==> config.mk <==
export PLATFORM = sky130hd
export DESIGN_NAME = id_stage_reg_flat
export DESIGN_NICKNAME = d
export VERILOG_FILES = /design/src/rtl/arm_pkg.sv /design/src/rtl/id_stage_reg_if.sv /design/src/rtl/pipe_reg.sv /design/src/rtl/id_stage_reg.sv /design/src/flat_wrapper.sv
export SDC_FILE = /design/constraint.sdc
export NUM_CORES = 1
export LEC_CHECK = 0
export CAP_MARGIN = 25
export CORE_MARGIN = 5
export CORE_UTILIZATION = 39
export CTS_CLUSTER_DIAMETER = 150
export DETAILED_ROUTE_END_ITERATION = 8
export PLACE_DENSITY = 0.9
export SLEW_MARGIN = 0
export SYNTH_ARGS = -nofsm -noshare
export SYNTH_HDL_FRONTEND = slang
export SYNTH_SLANG_ARGS = --single-unit
==> constraint.sdc <==
create_clock -name clk -period 7.38 [get_ports clk]
set_clock_uncertainty 0.1 [all_clocks]
set_input_delay 1.107 -clock clk [delete_from_list [all_inputs] [get_ports clk]]
set_output_delay 1.107 -clock clk [all_outputs]
set_load 0.03 [all_outputs]
==> src/rtl/arm_pkg.sv <==
// Shared decode-stage widths, control/status bit positions and small helpers.
// Control bits are packed {wb_en, mem_r_en, mem_w_en, s, b}; status bits {N, Z, C, V}.
package arm_pkg;

  localparam int EXE_CMD_W    = 4;
  localparam int REG_IDX_W    = 4;
  localparam int CTRL_W       = 5;
  localparam int STATUS_W     = 4;
  localparam int BUBBLE_CNT_W = 16;

  localparam int WB_EN    = 4;
  localparam int MEM_R_EN = 3;
  localparam int MEM_W_EN = 2;
  localparam int S_BIT    = 1;
  localparam int B_BIT    = 0;

  localparam int FLAG_N = 3;
  localparam int FLAG_Z = 2;
  localparam int FLAG_C = 1;
  localparam int FLAG_V = 0;

  typedef struct packed {
    logic wb_en;
    logic mem_r_en;
    logic mem_w_en;
    logic s;
    logic b;
  } ctrl_t;

  typedef struct packed {
    logic n;
    logic z;
    logic c;
    logic v;
  } status_t;

  function automatic logic [BUBBLE_CNT_W-1:0] sat_inc(input logic [BUBBLE_CNT_W-1:0] v);
    return (v == {BUBBLE_CNT_W{1'b1}}) ? v : v + 1'b1;
  endfunction

endpackage

==> src/rtl/id_stage_reg_if.sv <==
// Decode-to-execute pipeline boundary: upstream control, decoded fields in, registered fields out.
// slave = the pipeline register itself, master = the decode stage / bench driving it.
interface id_stage_reg_if;
  import arm_pkg::*;

  logic                    stall;
  logic                    flush;
  logic                    hazard;

  logic [31:0]             pc_in;
  logic [31:0]             val_rn_in;
  logic [31:0]             val_rm_in;
  logic [11:0]             shift_operand_in;
  logic                    imm_in;
  logic [EXE_CMD_W-1:0]    exe_cmd_in;
  logic [CTRL_W-1:0]       ctrl_in;
  logic [REG_IDX_W-1:0]    dest_in;
  logic [REG_IDX_W-1:0]    src1_in;
  logic [REG_IDX_W-1:0]    src2_in;
  logic [23:0]             signed_imm_24_in;
  logic [STATUS_W-1:0]     status_in;

  logic [31:0]             pc_out;
  logic [31:0]             val_rn_out;
  logic [31:0]             val_rm_out;
  logic [11:0]             shift_operand_out;
  logic                    imm_out;
  logic [EXE_CMD_W-1:0]    exe_cmd_out;
  logic [CTRL_W-1:0]       ctrl_out;
  logic [REG_IDX_W-1:0]    dest_out;
  logic [REG_IDX_W-1:0]    src1_out;
  logic [REG_IDX_W-1:0]    src2_out;
  logic [23:0]             signed_imm_24_out;
  logic [STATUS_W-1:0]     status_out;
  logic                    valid_out;
  logic                    mem_sel_out;
  logic [BUBBLE_CNT_W-1:0] bubble_cnt;

  modport slave (
    input  stall, flush, hazard,
    input  pc_in, val_rn_in, val_rm_in, shift_operand_in, imm_in, exe_cmd_in,
    input  ctrl_in, dest_in, src1_in, src2_in, signed_imm_24_in, status_in,
    output pc_out, val_rn_out, val_rm_out, shift_operand_out, imm_out, exe_cmd_out,
    output ctrl_out, dest_out, src1_out, src2_out, signed_imm_24_out, status_out,
    output valid_out, mem_sel_out, bubble_cnt
  );

  modport master (
    output stall, flush, hazard,
    output pc_in, val_rn_in, val_rm_in, shift_operand_in, imm_in, exe_cmd_in,
    output ctrl_in, dest_in, src1_in, src2_in, signed_imm_24_in, status_in,
    input  pc_out, val_rn_out, val_rm_out, shift_operand_out, imm_out, exe_cmd_out,
    input  ctrl_out, dest_out, src1_out, src2_out, signed_imm_24_out, status_out,
    input  valid_out, mem_sel_out, bubble_cnt
  );

endinterface

==> src/rtl/pipe_reg.sv <==
// Generic pipeline field register: en gates the update, clr loads zero instead of d.
// One-cycle latency; en low holds the current value (clr ignored while held).
module pipe_reg #(
  parameter int WIDTH = 8
) (
  input  logic             clk,
  input  logic             rst,
  input  logic             en,
  input  logic             clr,
  input  logic [WIDTH-1:0] d,
  output logic [WIDTH-1:0] q
);

  always_ff @(posedge clk or posedge rst) begin
    if (rst) begin
      q <= '0;
    end else if (en) begin
      q <= clr ? '0 : d;
    end
  end

endmodule

==> src/rtl/id_stage_reg.sv <==
// ID/EX pipeline register: captures decoded fields, inserts zero bubbles on flush/hazard, counts them.
// One-cycle latency; stall freezes every output (including the bubble count) and overrides flush/hazard.
module id_stage_reg
  import arm_pkg::*;
(
  input  logic         clk,
  input  logic         rst,
  id_stage_reg_if.slave bus
);

  logic load_en;
  logic kill;

  ctrl_t   ctrl_d;
  status_t status_d;

  logic [36:0]             opnd_q;
  logic [12:0]             ctl_q;
  logic [7:0]              src_q;
  logic [STATUS_W-1:0]     status_q;
  logic                    valid_q;
  logic [BUBBLE_CNT_W-1:0] bubble_cnt_q;

  assign load_en = ~bus.stall;
  assign kill    = bus.flush | bus.hazard;

  assign ctrl_d = '{wb_en:    bus.ctrl_in[WB_EN],
                    mem_r_en: bus.ctrl_in[MEM_R_EN],
                    mem_w_en: bus.ctrl_in[MEM_W_EN],
                    s:        bus.ctrl_in[S_BIT],
                    b:        bus.ctrl_in[B_BIT]};

  assign status_d = '{n: bus.status_in[FLAG_N],
                      z: bus.status_in[FLAG_Z],
                      c: bus.status_in[FLAG_C],
                      v: bus.status_in[FLAG_V]};

  pipe_reg #(.WIDTH(32)) u_pc (
    .clk(clk), .rst(rst), .en(load_en), .clr(kill), .d(bus.pc_in), .q(bus.pc_out)
  );

  pipe_reg #(.WIDTH(32)) u_val_rn (
    .clk(clk), .rst(rst), .en(load_en), .clr(kill), .d(bus.val_rn_in), .q(bus.val_rn_out)
  );

  pipe_reg #(.WIDTH(32)) u_val_rm (
    .clk(clk), .rst(rst), .en(load_en), .clr(kill), .d(bus.val_rm_in), .q(bus.val_rm_out)
  );

  pipe_reg #(.WIDTH(37)) u_opnd (
    .clk(clk), .rst(rst), .en(load_en), .clr(kill),
    .d({bus.shift_operand_in, bus.imm_in, bus.signed_imm_24_in}), .q(opnd_q)
  );

  pipe_reg #(.WIDTH(13)) u_ctl (
    .clk(clk), .rst(rst), .en(load_en), .clr(kill),
    .d({bus.exe_cmd_in, ctrl_d, bus.dest_in}), .q(ctl_q)
  );

  pipe_reg #(.WIDTH(8)) u_src (
    .clk(clk), .rst(rst), .en(load_en), .clr(kill),
    .d({bus.src1_in, bus.src2_in}), .q(src_q)
  );

  pipe_reg #(.WIDTH(STATUS_W)) u_status (
    .clk(clk), .rst(rst), .en(load_en), .clr(kill), .d(status_d), .q(status_q)
  );

  // Val2 takes the immediate offset whenever the instruction touches memory.
  pipe_reg #(.WIDTH(1)) u_mem_sel (
    .clk(clk), .rst(rst), .en(load_en), .clr(kill),
    .d(ctrl_d.mem_r_en | ctrl_d.mem_w_en), .q(bus.mem_sel_out)
  );

  always_ff @(posedge clk or posedge rst) begin
    if (rst) begin
      valid_q      <= 1'b0;
      bubble_cnt_q <= '0;
    end else if (load_en) begin
      valid_q <= ~kill;
      if (kill) begin
        bubble_cnt_q <= sat_inc(bubble_cnt_q);
      end
    end
  end

  assign {bus.shift_operand_out, bus.imm_out, bus.signed_imm_24_out} = opnd_q;
  assign {bus.exe_cmd_out, bus.ctrl_out, bus.dest_out}               = ctl_q;
  assign {bus.src1_out, bus.src2_out}                                = src_q;
  assign bus.status_out = status_q;
  assign bus.valid_out  = valid_q;
  assign bus.bubble_cnt = bubble_cnt_q;

endmodule
==> src/flat_wrapper.sv <==
// flat-port wrapper written by rule: the top's interface ports become plain ports
module id_stage_reg_flat import arm_pkg::*;
  (clk, rst, bus_stall, bus_flush, bus_hazard, bus_pc_in, bus_val_rn_in, bus_val_rm_in, bus_shift_operand_in, bus_imm_in, bus_exe_cmd_in, bus_ctrl_in, bus_dest_in, bus_src1_in, bus_src2_in, bus_signed_imm_24_in, bus_status_in, bus_pc_out, bus_val_rn_out, bus_val_rm_out, bus_shift_operand_out, bus_imm_out, bus_exe_cmd_out, bus_ctrl_out, bus_dest_out, bus_src1_out, bus_src2_out, bus_signed_imm_24_out, bus_status_out, bus_valid_out, bus_mem_sel_out, bus_bubble_cnt);
  id_stage_reg_if bus_i ();
  input  logic clk;
  input  logic rst;
  input wire logic [$bits(bus_i.stall)-1:0] bus_stall;
  input wire logic [$bits(bus_i.flush)-1:0] bus_flush;
  input wire logic [$bits(bus_i.hazard)-1:0] bus_hazard;
  input wire logic [$bits(bus_i.pc_in)-1:0] bus_pc_in;
  input wire logic [$bits(bus_i.val_rn_in)-1:0] bus_val_rn_in;
  input wire logic [$bits(bus_i.val_rm_in)-1:0] bus_val_rm_in;
  input wire logic [$bits(bus_i.shift_operand_in)-1:0] bus_shift_operand_in;
  input wire logic [$bits(bus_i.imm_in)-1:0] bus_imm_in;
  input wire logic [$bits(bus_i.exe_cmd_in)-1:0] bus_exe_cmd_in;
  input wire logic [$bits(bus_i.ctrl_in)-1:0] bus_ctrl_in;
  input wire logic [$bits(bus_i.dest_in)-1:0] bus_dest_in;
  input wire logic [$bits(bus_i.src1_in)-1:0] bus_src1_in;
  input wire logic [$bits(bus_i.src2_in)-1:0] bus_src2_in;
  input wire logic [$bits(bus_i.signed_imm_24_in)-1:0] bus_signed_imm_24_in;
  input wire logic [$bits(bus_i.status_in)-1:0] bus_status_in;
  output wire logic [$bits(bus_i.pc_out)-1:0] bus_pc_out;
  output wire logic [$bits(bus_i.val_rn_out)-1:0] bus_val_rn_out;
  output wire logic [$bits(bus_i.val_rm_out)-1:0] bus_val_rm_out;
  output wire logic [$bits(bus_i.shift_operand_out)-1:0] bus_shift_operand_out;
  output wire logic [$bits(bus_i.imm_out)-1:0] bus_imm_out;
  output wire logic [$bits(bus_i.exe_cmd_out)-1:0] bus_exe_cmd_out;
  output wire logic [$bits(bus_i.ctrl_out)-1:0] bus_ctrl_out;
  output wire logic [$bits(bus_i.dest_out)-1:0] bus_dest_out;
  output wire logic [$bits(bus_i.src1_out)-1:0] bus_src1_out;
  output wire logic [$bits(bus_i.src2_out)-1:0] bus_src2_out;
  output wire logic [$bits(bus_i.signed_imm_24_out)-1:0] bus_signed_imm_24_out;
  output wire logic [$bits(bus_i.status_out)-1:0] bus_status_out;
  output wire logic [$bits(bus_i.valid_out)-1:0] bus_valid_out;
  output wire logic [$bits(bus_i.mem_sel_out)-1:0] bus_mem_sel_out;
  output wire logic [$bits(bus_i.bubble_cnt)-1:0] bus_bubble_cnt;
  assign bus_i.stall = bus_stall;
  assign bus_i.flush = bus_flush;
  assign bus_i.hazard = bus_hazard;
  assign bus_i.pc_in = bus_pc_in;
  assign bus_i.val_rn_in = bus_val_rn_in;
  assign bus_i.val_rm_in = bus_val_rm_in;
  assign bus_i.shift_operand_in = bus_shift_operand_in;
  assign bus_i.imm_in = bus_imm_in;
  assign bus_i.exe_cmd_in = bus_exe_cmd_in;
  assign bus_i.ctrl_in = bus_ctrl_in;
  assign bus_i.dest_in = bus_dest_in;
  assign bus_i.src1_in = bus_src1_in;
  assign bus_i.src2_in = bus_src2_in;
  assign bus_i.signed_imm_24_in = bus_signed_imm_24_in;
  assign bus_i.status_in = bus_status_in;
  assign bus_pc_out = bus_i.pc_out;
  assign bus_val_rn_out = bus_i.val_rn_out;
  assign bus_val_rm_out = bus_i.val_rm_out;
  assign bus_shift_operand_out = bus_i.shift_operand_out;
  assign bus_imm_out = bus_i.imm_out;
  assign bus_exe_cmd_out = bus_i.exe_cmd_out;
  assign bus_ctrl_out = bus_i.ctrl_out;
  assign bus_dest_out = bus_i.dest_out;
  assign bus_src1_out = bus_i.src1_out;
  assign bus_src2_out = bus_i.src2_out;
  assign bus_signed_imm_24_out = bus_i.signed_imm_24_out;
  assign bus_status_out = bus_i.status_out;
  assign bus_valid_out = bus_i.valid_out;
  assign bus_mem_sel_out = bus_i.mem_sel_out;
  assign bus_bubble_cnt = bus_i.bubble_cnt;
  id_stage_reg u_core (.clk(clk), .rst(rst), .bus(bus_i));
endmodule
==> impl_metrics.ini <==
[sta]
fin_crit_ps = 2860
fin_ws_ps = 4520
setup_viol = 0
worst_slew_pin_slew_ps = 928
rsz0062_at_grt = false
drv_slew = 0
finalHoldViolCount = 0
slew_headroom_pct = 38.1
finalCritPeriodShare_pct = 38.8
fmax_mhz = 349
finalSetupTns_ps = 0

[place]
place_ws_ps = 4000
globalplace.congestion = 0.795
io_buffers = 338
hpwl_um = 14400

[power_and_ir_drop]
p_int_mw = 1.84
p_leak_nw = 4.67
p_sw_share_pct = 28.7
seqPwrFrac_pct = 42.6
netSwitchingPower_mw = 0.740
pwr-share-comb_pct = 20.6
powerDensity_mw_per_mm2 = 243
power.total_mw = 2.58
ir_drop_v = 0.000153
power_frac_clock_pct = 36.8

[cts]
cts-resized-gates = 0
postCtsSetupBuffers = 0
cts_tree = done
clock_latency_ps = 420
cts.path.max_buffers = 2
cts.htree.levels = 4
path_clk_slew_ps = 70
cts_hold_buf = 0
cts.sinks = 176
ctsRootBufferMaster = clkbuf_16
numCtsBuffers = 17

[logic_synthesis]
synth.most_common_cell = dfrtp_1
synth_fp_nets = 603
synth_xor_area_share_pct = 1.23
yosys_register_bits = 176
synth-seq-area-share_pct = 68.6
async_flop_share_pct = 100
synth.cell_area_sq_mm = 0.00642
synth_commonest_cells = dfrtp_1, a22o_1, clkbuf_1
yosysWarningCount = 0
synth_top_flop_cell = dfrtp_1
synth_cells = 439
syn_avg_cell_area_sq_um = 14.6
synth-compound-area-share_pct = 23.5
synth_mux_area_share_pct = 0.390
yosys.area.top_type_share_pct = 68.6
synth-adder-area-share_pct = 0.195
synth_area_leaders = dfrtp_1, a22o_1, clkbuf_1
synth-edff-count = 0
synthDistinctLibCells = 37
synth-simple-area-share_pct = 3.72
synth_top_area_cell = dfrtp_1
synth_top_family_by_area = compound AO/OA/AOI/OAI gates

[worst_hold_path]
hold_end = u_core.bus.valid_out$_DFFE_PP0N_
hold_path.class = reg -> reg
whs_path_depth = 1
worstHoldStart = u_core.bus.valid_out$_DFFE_PP0N_

[setup_path]
crit_path_end_kind = output pin
critPathLaunchType = flip-flop
cp_cell_sequence = clkdlybuf4s50_1
reg2reg_slack_ps = 5350
critPathTopFamily = buffers and inverters
r2r-start = u_core.bus.bubble_cnt[0]$_DFFE_PP0P_
cp.arrival_ps = 1650
reg2regPathDepth = 5
r2r-end = u_core.bus.bubble_cnt[1]$_DFFE_PP0P_
cp_max_fo = 7
required_ps = 6170
path_buf_inv = 1
critPathMaxStageDelay_ps = 740
critPathKind = reg -> out
slowest_stage = clkdlybuf4s50_1

[floorplan]
die_y_um = 138
fp.dieArea_sq_mm = 0.0191
core-area_sq_mm = 0.0163
fp.dieW_um = 138
num_io_pins = 339
start_util_pct = 39.3
rows = 47

[detailed_routing]
drtPass1Iterations = 4
ant_nets = 0
vias_per_cell = 5.21
drc_errors = 0
drtIter0Drc = 274
vias = 5209
wirelength_um = 20200
wl_per_cell_um = 20.2

[global_routing]
track_usage_pct = 20.8
grt_overflow = 0
grt_max_degree = 107
grt_pass1_wl_um = 31800
first_global_vias = 5583
grt_antenna_before_repair = 0

[run_status]
status = finished clean

[final_layout]
n_antenna_cell = 0
area_growth_pct = 65.3
drive_gt1_share_pct = 6.42
fin_nets = 930

[run]
cap_violations = 0
## power by group through the flow
stage / combinational [mW] / clock [mW] / sequential, mW
after global routing: 0.562 / 1.01 / 1.11
final: 0.532 / 0.949 / 1.10
after floorplan: 0.125 / 0 / 1.24
after detailed placement: 0.535 / 0 / 1.11
after CTS: 0.537 / 0.968 / 1.10
after global placement: 0.524 / 0 / 1.11
## per-stage QoR
step / instance area [sq um] / util [%] / cells / hold slack, ps
floorplan: 6420 / - / 439 / 564
global placement: 9970 / 61.0 / 966 / 363
detailed placement: 9970 / 61.0 / 966 / 368
CTS: 10600 / 64.8 / 998 / 384
global route: 10600 / 65.0 / 999 / 412
finish: 10600 / 65.0 / 999 / 378
## worst reg2reg max path, stage by stage (launching register included)
cell and delay, ps:
dfrtp_1 420, ha_1 250, nand3_1 170, nor4_4 520, a21oi_2 160, mux2_4 310
## flip-flops by register name, indices dropped and copies added (netlist names)
signal and cells:
u_core.u_pc.q 32, u_core.bus.bubble_cnt 16, u_core.u_src.q 8, u_core.u_mem_sel.q 1, u_core.u_opnd.q 37, u_core.u_ctl.q 13, u_core.u_val_rm.q 32, u_core.u_status.q 4
u_core.u_val_rn.q 32, u_core.bus.valid_out 1
## how the worst max path moves through the flow
stage                     depth (start not counted)                            startpoint                                   end
final                                             1  u_core.bus.bubble_cnt[6]$_DFFE_PP0P_                     bus_bubble_cnt[6]
after global placement                            3                                   rst     u_core.u_val_rm.q[16]$_DFFE_PP0N_
after global routing                              4                                   rst        u_core.u_opnd.q[6]$_DFFE_PP0N_
after CTS                                         3                                   rst     u_core.u_val_rm.q[22]$_DFFE_PP0N_
after floorplan                                   1                                   rst  u_core.bus.bubble_cnt[0]$_DFFE_PP0P_
after detailed placement                          3                                   rst     u_core.u_val_rm.q[16]$_DFFE_PP0N_
## layer usage
| metal | wire length, um | GRT usage (%) |
|---|---|---|
| met5 | 0 | 0 |
| met4 | 331 | 6.34 |
| met1 | 8140 | 25.6 |
| met3 | 1600 | 6.87 |
| met2 | 10100 | 35.1 |
## final cells by class
class	instances	area (sq um)
multi-input cells	226	1870
repair buffers	343	3440
clock buffers	19	443
flip-flops and latches	176	4400
well taps	220	275
clock inverters	13	175
fillers	1209	5730
inverters	2	12.5
## cells in the final DEF (no fill, tap or decap), types with 3 or more instances in the layout
cell,instances
clkdlybuf4s50_1,337
dfrtp_1,176
a22o_1,158
clkbuf_16,17
nand2_1,8
nand3_1,6
a21oi_1,6
inv_6,5
nor2_1,5
xnor2_1,5
buf_4,5
nor3_1,4
xor2_1,4
clkinvlp_4,4
or2_2,3
a31oi_1,3
bufinv_16,3
## cells by family (layout without fill, tap and decap cells)
family | count (synthesis) | in the layout
XOR/XNOR | 9 | 9
multiplexers | 2 | 2
AO/OA/AOI/OAI | 175 | 175
flip-flops | 176 | 176
AND/OR/NAND/NOR | 39 | 39
buffers and inverters | 37 | 377
adder cells (fa/ha/maj) | 1 | 1
No activity file was read; power rests on OpenSTA's default activity.
